File: src/rtl/alu_issue_ctrl.sv
// Issue front end for a 16-bit combinational ALU: decodes opcode/funct, registers the
// operands, captures Result/Zero and returns them on a valid/ready response channel.
// Optional statistics counters are built when ALU_STATS_EN is defined.
module alu_issue_ctrl #(
   parameter int WIDTH  = 16,
   parameter int STAT_W = 16
) (
   input  logic              clk,
   input  logic              rst_n,
   input  logic              req_valid,
   output logic              req_ready,
   input  logic [3:0]        req_opcode,
   input  logic [2:0]        req_funct,
   input  logic [WIDTH-1:0]  req_a,
   input  logic [WIDTH-1:0]  req_b,
   input  logic [WIDTH-1:0]  req_imm,
   output logic [WIDTH-1:0]  alu_a,
   output logic [WIDTH-1:0]  alu_b,
   output logic [2:0]        alu_ctrl,
   input  logic [WIDTH-1:0]  alu_result,
   input  logic              alu_zero,
   output logic              rsp_valid,
   input  logic              rsp_ready,
   output logic [WIDTH-1:0]  rsp_result,
   output logic              rsp_zero,
   output logic              rsp_err,
   output logic [STAT_W-1:0] stat_ops,
   output logic [STAT_W-1:0] stat_zero
);

   typedef enum logic [1:0] {IDLE, EXEC, RESP} state_t;

   state_t             state_q, state_d;
   logic [WIDTH-1:0]   alu_a_q, alu_a_d, alu_b_q, alu_b_d;
   logic [2:0]         alu_ctrl_q, alu_ctrl_d;
   logic               rsp_valid_q, rsp_valid_d;
   logic [WIDTH-1:0]   rsp_result_q, rsp_result_d;
   logic               rsp_zero_q, rsp_zero_d;
   logic               rsp_err_q, rsp_err_d;

   logic               dec_legal, dec_use_imm, accept, rsp_hs;
   logic [2:0]         dec_ctrl;

   always_comb begin
      dec_legal   = 1'b1;
      dec_use_imm = 1'b0;
      dec_ctrl    = req_funct;
      case (req_opcode)
         4'b0000: dec_ctrl = req_funct;
         4'b0001: begin dec_ctrl = 3'b000; dec_use_imm = 1'b1; end
         4'b0010: begin dec_ctrl = 3'b101; dec_use_imm = 1'b1; end
         4'b0011: begin dec_ctrl = 3'b110; dec_use_imm = 1'b1; end
         4'b0100: begin dec_ctrl = 3'b111; dec_use_imm = 1'b1; end
         4'b0101: dec_ctrl = 3'b001;
         default: begin dec_legal = 1'b0; dec_ctrl = 3'b000; end
      endcase
   end

   // A response slot frees up in the same cycle it drains, so RESP can accept directly.
   assign req_ready = (state_q == IDLE) | ((state_q == RESP) & rsp_ready);
   assign accept    = req_valid & req_ready;
   assign rsp_hs    = rsp_valid_q & rsp_ready;

   always_comb begin
      state_d      = state_q;
      alu_a_d      = alu_a_q;
      alu_b_d      = alu_b_q;
      alu_ctrl_d   = alu_ctrl_q;
      rsp_valid_d  = rsp_valid_q;
      rsp_result_d = rsp_result_q;
      rsp_zero_d   = rsp_zero_q;
      rsp_err_d    = rsp_err_q;
      case (state_q)
         EXEC: begin
            rsp_result_d = alu_result;
            rsp_zero_d   = alu_zero;
            rsp_err_d    = 1'b0;
            rsp_valid_d  = 1'b1;
            state_d      = RESP;
         end
         RESP: begin
            if (rsp_ready) begin
               rsp_valid_d = 1'b0;
               state_d     = IDLE;
            end
         end
         default: ;
      endcase
      if (accept) begin
         if (dec_legal) begin
            alu_a_d     = req_a;
            alu_b_d     = dec_use_imm ? req_imm : req_b;
            alu_ctrl_d  = dec_ctrl;
            rsp_valid_d = 1'b0;
            state_d     = EXEC;
         end else begin
            // Illegal ops bypass the ALU and answer one cycle after accept.
            rsp_valid_d  = 1'b1;
            rsp_err_d    = 1'b1;
            rsp_result_d = '0;
            rsp_zero_d   = 1'b0;
            state_d      = RESP;
         end
      end
   end

   always_ff @(posedge clk or negedge rst_n) begin
      if (!rst_n) begin
         state_q      <= IDLE;
         alu_a_q      <= '0;
         alu_b_q      <= '0;
         alu_ctrl_q   <= 3'b000;
         rsp_valid_q  <= 1'b0;
         rsp_result_q <= '0;
         rsp_zero_q   <= 1'b0;
         rsp_err_q    <= 1'b0;
      end else begin
         state_q      <= state_d;
         alu_a_q      <= alu_a_d;
         alu_b_q      <= alu_b_d;
         alu_ctrl_q   <= alu_ctrl_d;
         rsp_valid_q  <= rsp_valid_d;
         rsp_result_q <= rsp_result_d;
         rsp_zero_q   <= rsp_zero_d;
         rsp_err_q    <= rsp_err_d;
      end
   end

   assign alu_a      = alu_a_q;
   assign alu_b      = alu_b_q;
   assign alu_ctrl   = alu_ctrl_q;
   assign rsp_valid  = rsp_valid_q;
   assign rsp_result = rsp_result_q;
   assign rsp_zero   = rsp_zero_q;
   assign rsp_err    = rsp_err_q;

`ifdef ALU_STATS_EN
   logic [STAT_W-1:0] stat_ops_q, stat_ops_d, stat_zero_q, stat_zero_d;

   // Counters saturate at all-ones rather than wrapping.
   always_comb begin
      stat_ops_d  = stat_ops_q;
      stat_zero_d = stat_zero_q;
      if (rsp_hs && !(&stat_ops_q))
         stat_ops_d = stat_ops_q + STAT_W'(1);
      if (rsp_hs && rsp_zero_q && !(&stat_zero_q))
         stat_zero_d = stat_zero_q + STAT_W'(1);
   end

   always_ff @(posedge clk or negedge rst_n) begin
      if (!rst_n) begin
         stat_ops_q  <= '0;
         stat_zero_q <= '0;
      end else begin
         stat_ops_q  <= stat_ops_d;
         stat_zero_q <= stat_zero_d;
      end
   end

   assign stat_ops  = stat_ops_q;
   assign stat_zero = stat_zero_q;
`else
   logic unused_hs;
   assign unused_hs = rsp_hs;
   assign stat_ops  = '0;
   assign stat_zero = '0;
`endif

endmodule

File: config.mk
export PLATFORM = sky130hd
export DESIGN_NAME = alu_issue_ctrl
export DESIGN_NICKNAME = d
export VERILOG_FILES = /design/src/rtl/alu_issue_ctrl.sv
export SDC_FILE = /design/constraint.sdc
export NUM_CORES = 1
export LEC_CHECK = 0
export ABC_AREA = 1
export BUFFER_PORTS_ARGS = -buffer_cell sky130_fd_sc_hd__buf_2
export CELL_PAD_IN_SITES_DETAIL_PLACEMENT = 0
export CELL_PAD_IN_SITES_GLOBAL_PLACEMENT = 1
export CORE_MARGIN = 1
export CORE_UTILIZATION = 30
export CTS_CLUSTER_SIZE = 8
export DETAILED_ROUTE_END_ITERATION = 10
export GPL_TIMING_DRIVEN = 0
export PLACE_DENSITY = 0.89
export SLEW_MARGIN = 10
export SYNTH_ARGS = -nofsm -noshare
export SYNTH_HDL_FRONTEND = slang
export SYNTH_SLANG_ARGS = --single-unit
File: constraint.sdc
create_clock -name clk -period 1.55 [get_ports clk]
set_input_delay 0.0775 -clock clk [delete_from_list [all_inputs] [get_ports clk]]
set_output_delay 0.0775 -clock clk [all_outputs]
set_load 0.05 [all_outputs]
==> metrics.txt, run 1 <==
GR Layer Usage met1=17.54%; clock power share=28.8%; setup TNS=0 ns; Die Ht=99.32 µm; DP Wirelength=5.266 mm; switching power=0.7655 mW; Critical Path RT=1.75 ns; CTS clock-pin slew for the worst setup and hold paths=0.10 ns; final wirelength=6.976 mm; Worst Setup End Kind=flop; r2r setup slk=0.16 ns; H-tree levels=2; met3 Use GR=2.741%; Setup Skew=0.004810 ns; first-pass GRT wire length=11.43 mm; DRC viols=0; Final Power=2.710 mW; Final Hold Fails=0; Net Sw Frac=28.25%; worst skew pair latency=0.30 ns; cts bufs inserted=5; hold crit path type=in2reg; RSZ-0062 raised after global routing=no; core footprint=0.009196 mm²; cell internal pwr=1.944 mW; sequential share of power=52.9%; Final setup viols=0; Antenna diodes=0; cells on worst reg2reg path=5; Die ar.=0.009864 mm²; fin crit period=1.387 ns; IO Pins=163; period utilization=89.51%; largest area contributor in the synthesized netlist=dfrtp_1; Syn Inst Count=359; post-layout util=43.85%; post-synthesis sequential area ratio=48.44%; met2 usage=26.18%; initial antenna violation count=0; Worst Setup Path Type=reg2reg; Peak VDD IR=0.3128 mV; Power Dens Cells=672.0 mW/mm²; Yosys reg bits=55; hold path start=alu_result[12]; FP Rows=35; Rel. slew slack=53.99%; clock root cell=clkbuf_8; most common cell after layout, fill and taps aside=nand2_1; critical path fanouts, max=10; largest buffer count on any clock path=2; vias in the first global route=2,522; Synth area leaders=dfrtp_1, nand2_1, buf_4; most frequent cells in the layout=nand2_1, buf_2, dfrtp_1; worst reg2reg startpoint=state_q[1]; # Max-Cap Violations=0; combinational share of power=18.3%; GRT Overall Usage=14.40%; Yosys cell types=25; Post-CTS Setup Repair Bufs=0; DRT iter0 DRCs=60; Chip Width=99.32 µm; crit-path max cell delay=0.42 ns; Final WS setup=0.1626 ns; via-per-instance ratio=4.157; drt pass-1 iters=4; Crit path arrival time=1.59 ns; reg-to-reg endpoint=rsp_result[9]; pre-CTS setup slack=0.1384 ns; Area Growth Syn to Fin=41.92%; Avg Cell Area, Syn=7.915 µm²; filler instances=957; TritonCTS clock tree=yes; Hold Path Cell Cnt=3; routed len/inst=10.60 µm; Worst-Margin Slew=0.6901 ns; final RePlAce weighted congestion=0.7043; yosys warns=0; max-slew violation count=0; layer with the highest usage=met2; Leak=2.513 nW; share of cells above drive strength 1=35.47%; hold endpoint=rsp_result[12]; Yosys top cell area share=48.44%; critical path's slowest cell=dfrtp_1; starting density of the core=30.90%; Sink Count=55; grt total ovfl=0; CP Cell Sequence=nand2_1 -> nand3_2 -> nor2_2 -> buf_4 -> a21oi_1; largest net degree at the start of global routing=56; via count=2,735; status=finished clean; fmax=720.8 MHz; nets@finish=622; Setup crit start kind=flop; antenna-violating nets left=0; Synth Cell Area=0.002841 mm²; port buffer count=130
==> registers in the layout, summed over array words and instances, names as in the netlist <==
signal,flops
alu_a,16
alu_b,16
alu_ctrl,3
rsp_err,1
rsp_result,16
rsp_zero,1
state_q,2
==> synth_stat cells <==
| master | instances |
|---|---|
| buf_2 | 2 |
| nor2_8 | 1 |
| a21o_1 | 1 |
| nor2_2 | 2 |
| buf_12 | 1 |
| clkbuf_8 | 1 |
| o221ai_1 | 1 |
| nand3_1 | 36 |
| buf_6 | 3 |
| nand2_4 | 2 |
| clkinv_1 | 1 |
| clkbuf_1 | 1 |
| inv_4 | 1 |
| inv_1 | 39 |
| nand2_2 | 2 |
| o211ai_1 | 1 |
| o21ai_0 | 1 |
| conb_1 | 1 |
| dfrtp_1 | 55 |
| nor2_1 | 2 |
| inv_2 | 1 |
| buf_4 | 36 |
| nand2_1 | 148 |
| a21oi_1 | 18 |
| nand3_2 | 2 |
==> worst max path at each step <==
stage / endpoint / start / slack [ns] / cells after the start
after floorplan: rsp_result[10] / state_q[1] / 0.03 / 6
after global placement: rsp_result[5] / state_q[1] / 0.18 / 6
after detailed placement: rsp_result[14] / state_q[1] / 0.14 / 6
after CTS: rsp_result[14] / state_q[1] / 0.13 / 6
after global routing: alu_b[7] / state_q[1] / 0.008 / 7
final: rsp_result[9] / state_q[1] / 0.16 / 5
==> power groups by stage <==
stage          Combinational (mW)  Clock, mW  Sequential (mW)
3_3_place_gp                0.455          0             1.46
4_1_cts                     0.494      0.841             1.43
3_5_place_dp                0.458          0             1.46
6_report                    0.496      0.780             1.43
2_1_floorplan               0.317          0             1.46
5_1_grt                     0.538      0.876             1.43
==> cells by family (layout without fill, tap and decap cells) <==
| kind of cell | Yosys count | after routing | share of synthesized area, % |
|---|---|---|---|
| and+or+nand+nor | 195 | 195 | 29.24 |
| buffers and inverters | 86 | 243 | 18.01 |
| DFF | 55 | 55 | 48.44 |
| AOI/OAI and AO/OA | 22 | 22 | 4.183 |
| other | 1 | 32 | 0.1320 |
==> final cells by class <==
type / instances / area [µm²] / area share (%)
Timing Repair Buffer: 149 / 843.3 / 20.91
Tap cell: 111 / 138.9 / 3.444
Multi-Input combinational cell: 249 / 1070 / 26.53
Buffer: 44 / 352.8 / 8.750
Clock inverter: 3 / 18.77 / 0.4654
Sequential cell: 55 / 1376 / 34.13
Inverter: 42 / 163.9 / 4.065
Clock buffer: 5 / 68.82 / 1.706
==> per-layer routing <==
metal,routed length [µm],vias to the layer above
met4,54,0
met3,421,5
met2,3486,108
met5,0,-
met1,3013,1218
li1,-,1404
==> critical path, delay by kind of cell, from the launching register on <==
family	cells	cell delay, ns
and+or+nand+nor	3	0.56
DFF	1	0.42
buffers and inverters	1	0.23
AOI/OAI and AO/OA	1	0.06
==> metrics by stage <==
stage,instances,cell area [µm²],hold slack (ns)
6_report,658,4033,0.01504
3_3_place_gp,631,3747,0.2805
2_1_floorplan,390,2958,-0.2181
4_1_cts,657,4015,0.001607
3_5_place_dp,631,3747,0.2852
5_1_grt,658,4033,0.001837
==> timing repair <==
item / CTS / global route
endpoints found under the hold margin: 18 / 55
resized for setup: 0 / 3
hold buffers: 18 / 1
endpoints found under the setup margin: 0 / 2
Note: power is estimated with default switching activity, not from simulation.
==> inputs of run 2 (changes only) <==
--- a/config.mk
+++ b/config.mk
@@ -15,6 +15,7 @@
 export DETAILED_ROUTE_END_ITERATION = 10
 export GPL_TIMING_DRIVEN = 0
 export PLACE_DENSITY = 0.89
+export RECOVER_POWER = 50
 export SLEW_MARGIN = 10
 export SYNTH_ARGS = -nofsm -noshare
 export SYNTH_HDL_FRONTEND = slang
==> run 2 against run 1 <==
Compared with the run above:
- sequential share of layout area up 0.28 points
- worst setup slack better by 0.00071 ns
- die area unchanged
- power about the same
- non-clock buffer count unchanged
- final area down 0.81%
- critical path depth unchanged
- routed wire length up 0.47%
- count of clock-buffer cells in the layout unchanged
- register-to-register slack about the same
- clock skew about the same
- combinational power about the same
- largest power group unchanged
==> metrics.txt, run 2 (synthesis results as in run 1) <==
grt total ovfl=0; hold endpoint=rsp_result[1]; Die ar.=0.009864 mm²; Worst Setup End Kind=flop; final wirelength=7.009 mm; filler instances=971; Crit path arrival time=1.59 ns; hold crit path type=in2reg; cells on worst reg2reg path=5; H-tree levels=2; most frequent cells in the layout=nand2_1, buf_2, dfrtp_1; cell internal pwr=1.944 mW; post-layout util=43.50%; Leak=2.428 nW; Worst Setup Path Type=reg2reg; final instance area=0.004000 mm²; layer with the highest usage=met2; RSZ-0062 raised after global routing=no; Final WS setup=0.1633 ns; vias in the first global route=2,522; fin crit period=1.387 ns; Net Sw Frac=28.30%; via count=2,736; Peak VDD IR=0.3126 mV; Power Dens Cells=677.8 mW/mm²; starting density of the core=30.90%; clock power share=28.8%; port buffer count=130; Antenna diodes=0; initial antenna violation count=0; Chip Width=99.32 µm; largest net degree at the start of global routing=56; worst hold slack=0.01252 ns; nets@finish=622; routed len/inst=10.65 µm; GR Layer Usage met1=17.54%; antenna-violating nets left=0; cts bufs inserted=5; combinational share of power=18.3%; Area Growth Syn to Fin=40.78%; Final setup viols=0; r2r setup slk=0.16 ns; Sink Count=55; GRT Overall Usage=14.40%; FP Rows=35; max-slew violation count=0; met3 Use GR=2.741%; reg-to-reg endpoint=rsp_result[9]; Setup Skew=0.005027 ns; Hold Path Cell Cnt=3; # Max-Cap Violations=0; largest buffer count on any clock path=2; final RePlAce weighted congestion=0.7043; Critical Path RT=1.75 ns; placed cell areas=0.003747 mm²; setup TNS=0 ns; switching power=0.7673 mW; worst skew pair latency=0.30 ns; sequential share of power=52.9%; period utilization=89.46%; most common cell after layout, fill and taps aside=nand2_1; hold path start=alu_result[1]; pre-CTS setup slack=0.1384 ns; core footprint=0.009196 mm²; share of cells above drive strength 1=30.71%; TritonCTS clock tree=yes; CTS clock-pin slew for the worst setup and hold paths=0.10 ns; Final Power=2.711 mW; DRT iter0 DRCs=69; Final Hold Fails=0; Setup crit start kind=flop; DRC viols=0; worst reg2reg startpoint=state_q[1]; Rel. slew slack=50.12%; DP Wirelength=5.266 mm; Die Ht=99.32 µm; Placed Instances=631; status=finished clean; first-pass GRT wire length=11.43 mm; met2 usage=26.18%; Cell Count, Final, Fillers Out=658; via-per-instance ratio=4.158; clock root cell=clkbuf_8; critical path fanouts, max=10; Worst-Margin Slew=0.7481 ns; drt pass-1 iters=4; IO Pins=163; fmax=721.1 MHz
[run 2: changes by cell type in the layout (fill, tap and decap cells not counted)]
cell,delta
buf_2,-26
buf_4,-1
clkbuf_1,+26
clkbuf_4,+1
[run 2: repair_timing]
| action | 4_1_cts | 5_1_grt |
|---|---|---|
| gates resized for setup | 0 | 3 |
| endpoints found under the setup margin | 0 | 2 |
| hold endpoints to repair | 18 | 55 |
| hold buffers | 18 | 1 |
| setup buffers | 0 | 0 |
[run 2: cell type report]
| cell class | instances | area [µm²] | area share [%] |
|---|---|---|---|
| buffer | 44 | 352.8 | 8.821 |
| clock buffer | 5 | 68.82 | 1.720 |
| clock inverter | 3 | 18.77 | 0.4692 |
| inverter | 42 | 163.9 | 4.098 |
| multi-input combinational | 249 | 1070 | 26.74 |
| sequential | 55 | 1376 | 34.41 |
| tap | 111 | 138.9 | 3.472 |
| timing repair buffer | 149 | 810.8 | 20.27 |
[run 2: how the worst max path moves through the flow]
stage | start | endpoint | depth (start not counted)
after floorplan | state_q[1] | rsp_result[10] | 6
after global placement | state_q[1] | rsp_result[5] | 6
after detailed placement | state_q[1] | rsp_result[14] | 6
after CTS | state_q[1] | rsp_result[14] | 6
after global routing | state_q[1] | alu_b[7] | 7
final | state_q[1] | rsp_result[9] | 5
[run 2: layer usage]
| layer | vias up | routed length (µm) |
|---|---|---|
| li1 | 1406 | - |
| met1 | 1214 | 3035 |
| met2 | 111 | 3487 |
| met3 | 5 | 426 |
| met4 | 0 | 60 |
| met5 | - | 0 |
[run 2: power groups by stage]
| stage | Sequential [mW] | Clock [mW] | Combinational, mW |
|---|---|---|---|
| floorplan | 1.46 | 0 | 0.317 |
| detailed placement | 1.46 | 0 | 0.458 |
| finish | 1.43 | 0.782 | 0.496 |
| CTS | 1.43 | 0.841 | 0.494 |
| global placement | 1.46 | 0 | 0.455 |
| global route | 1.43 | 0.876 | 0.538 |
[run 2: critical path: stages, from the launching register on]
cell and delay, ns:
dfrtp_1 0.42, nand2_1 0.11, nand3_2 0.15, nor2_2 0.31, buf_4 0.23, a21oi_1 0.06
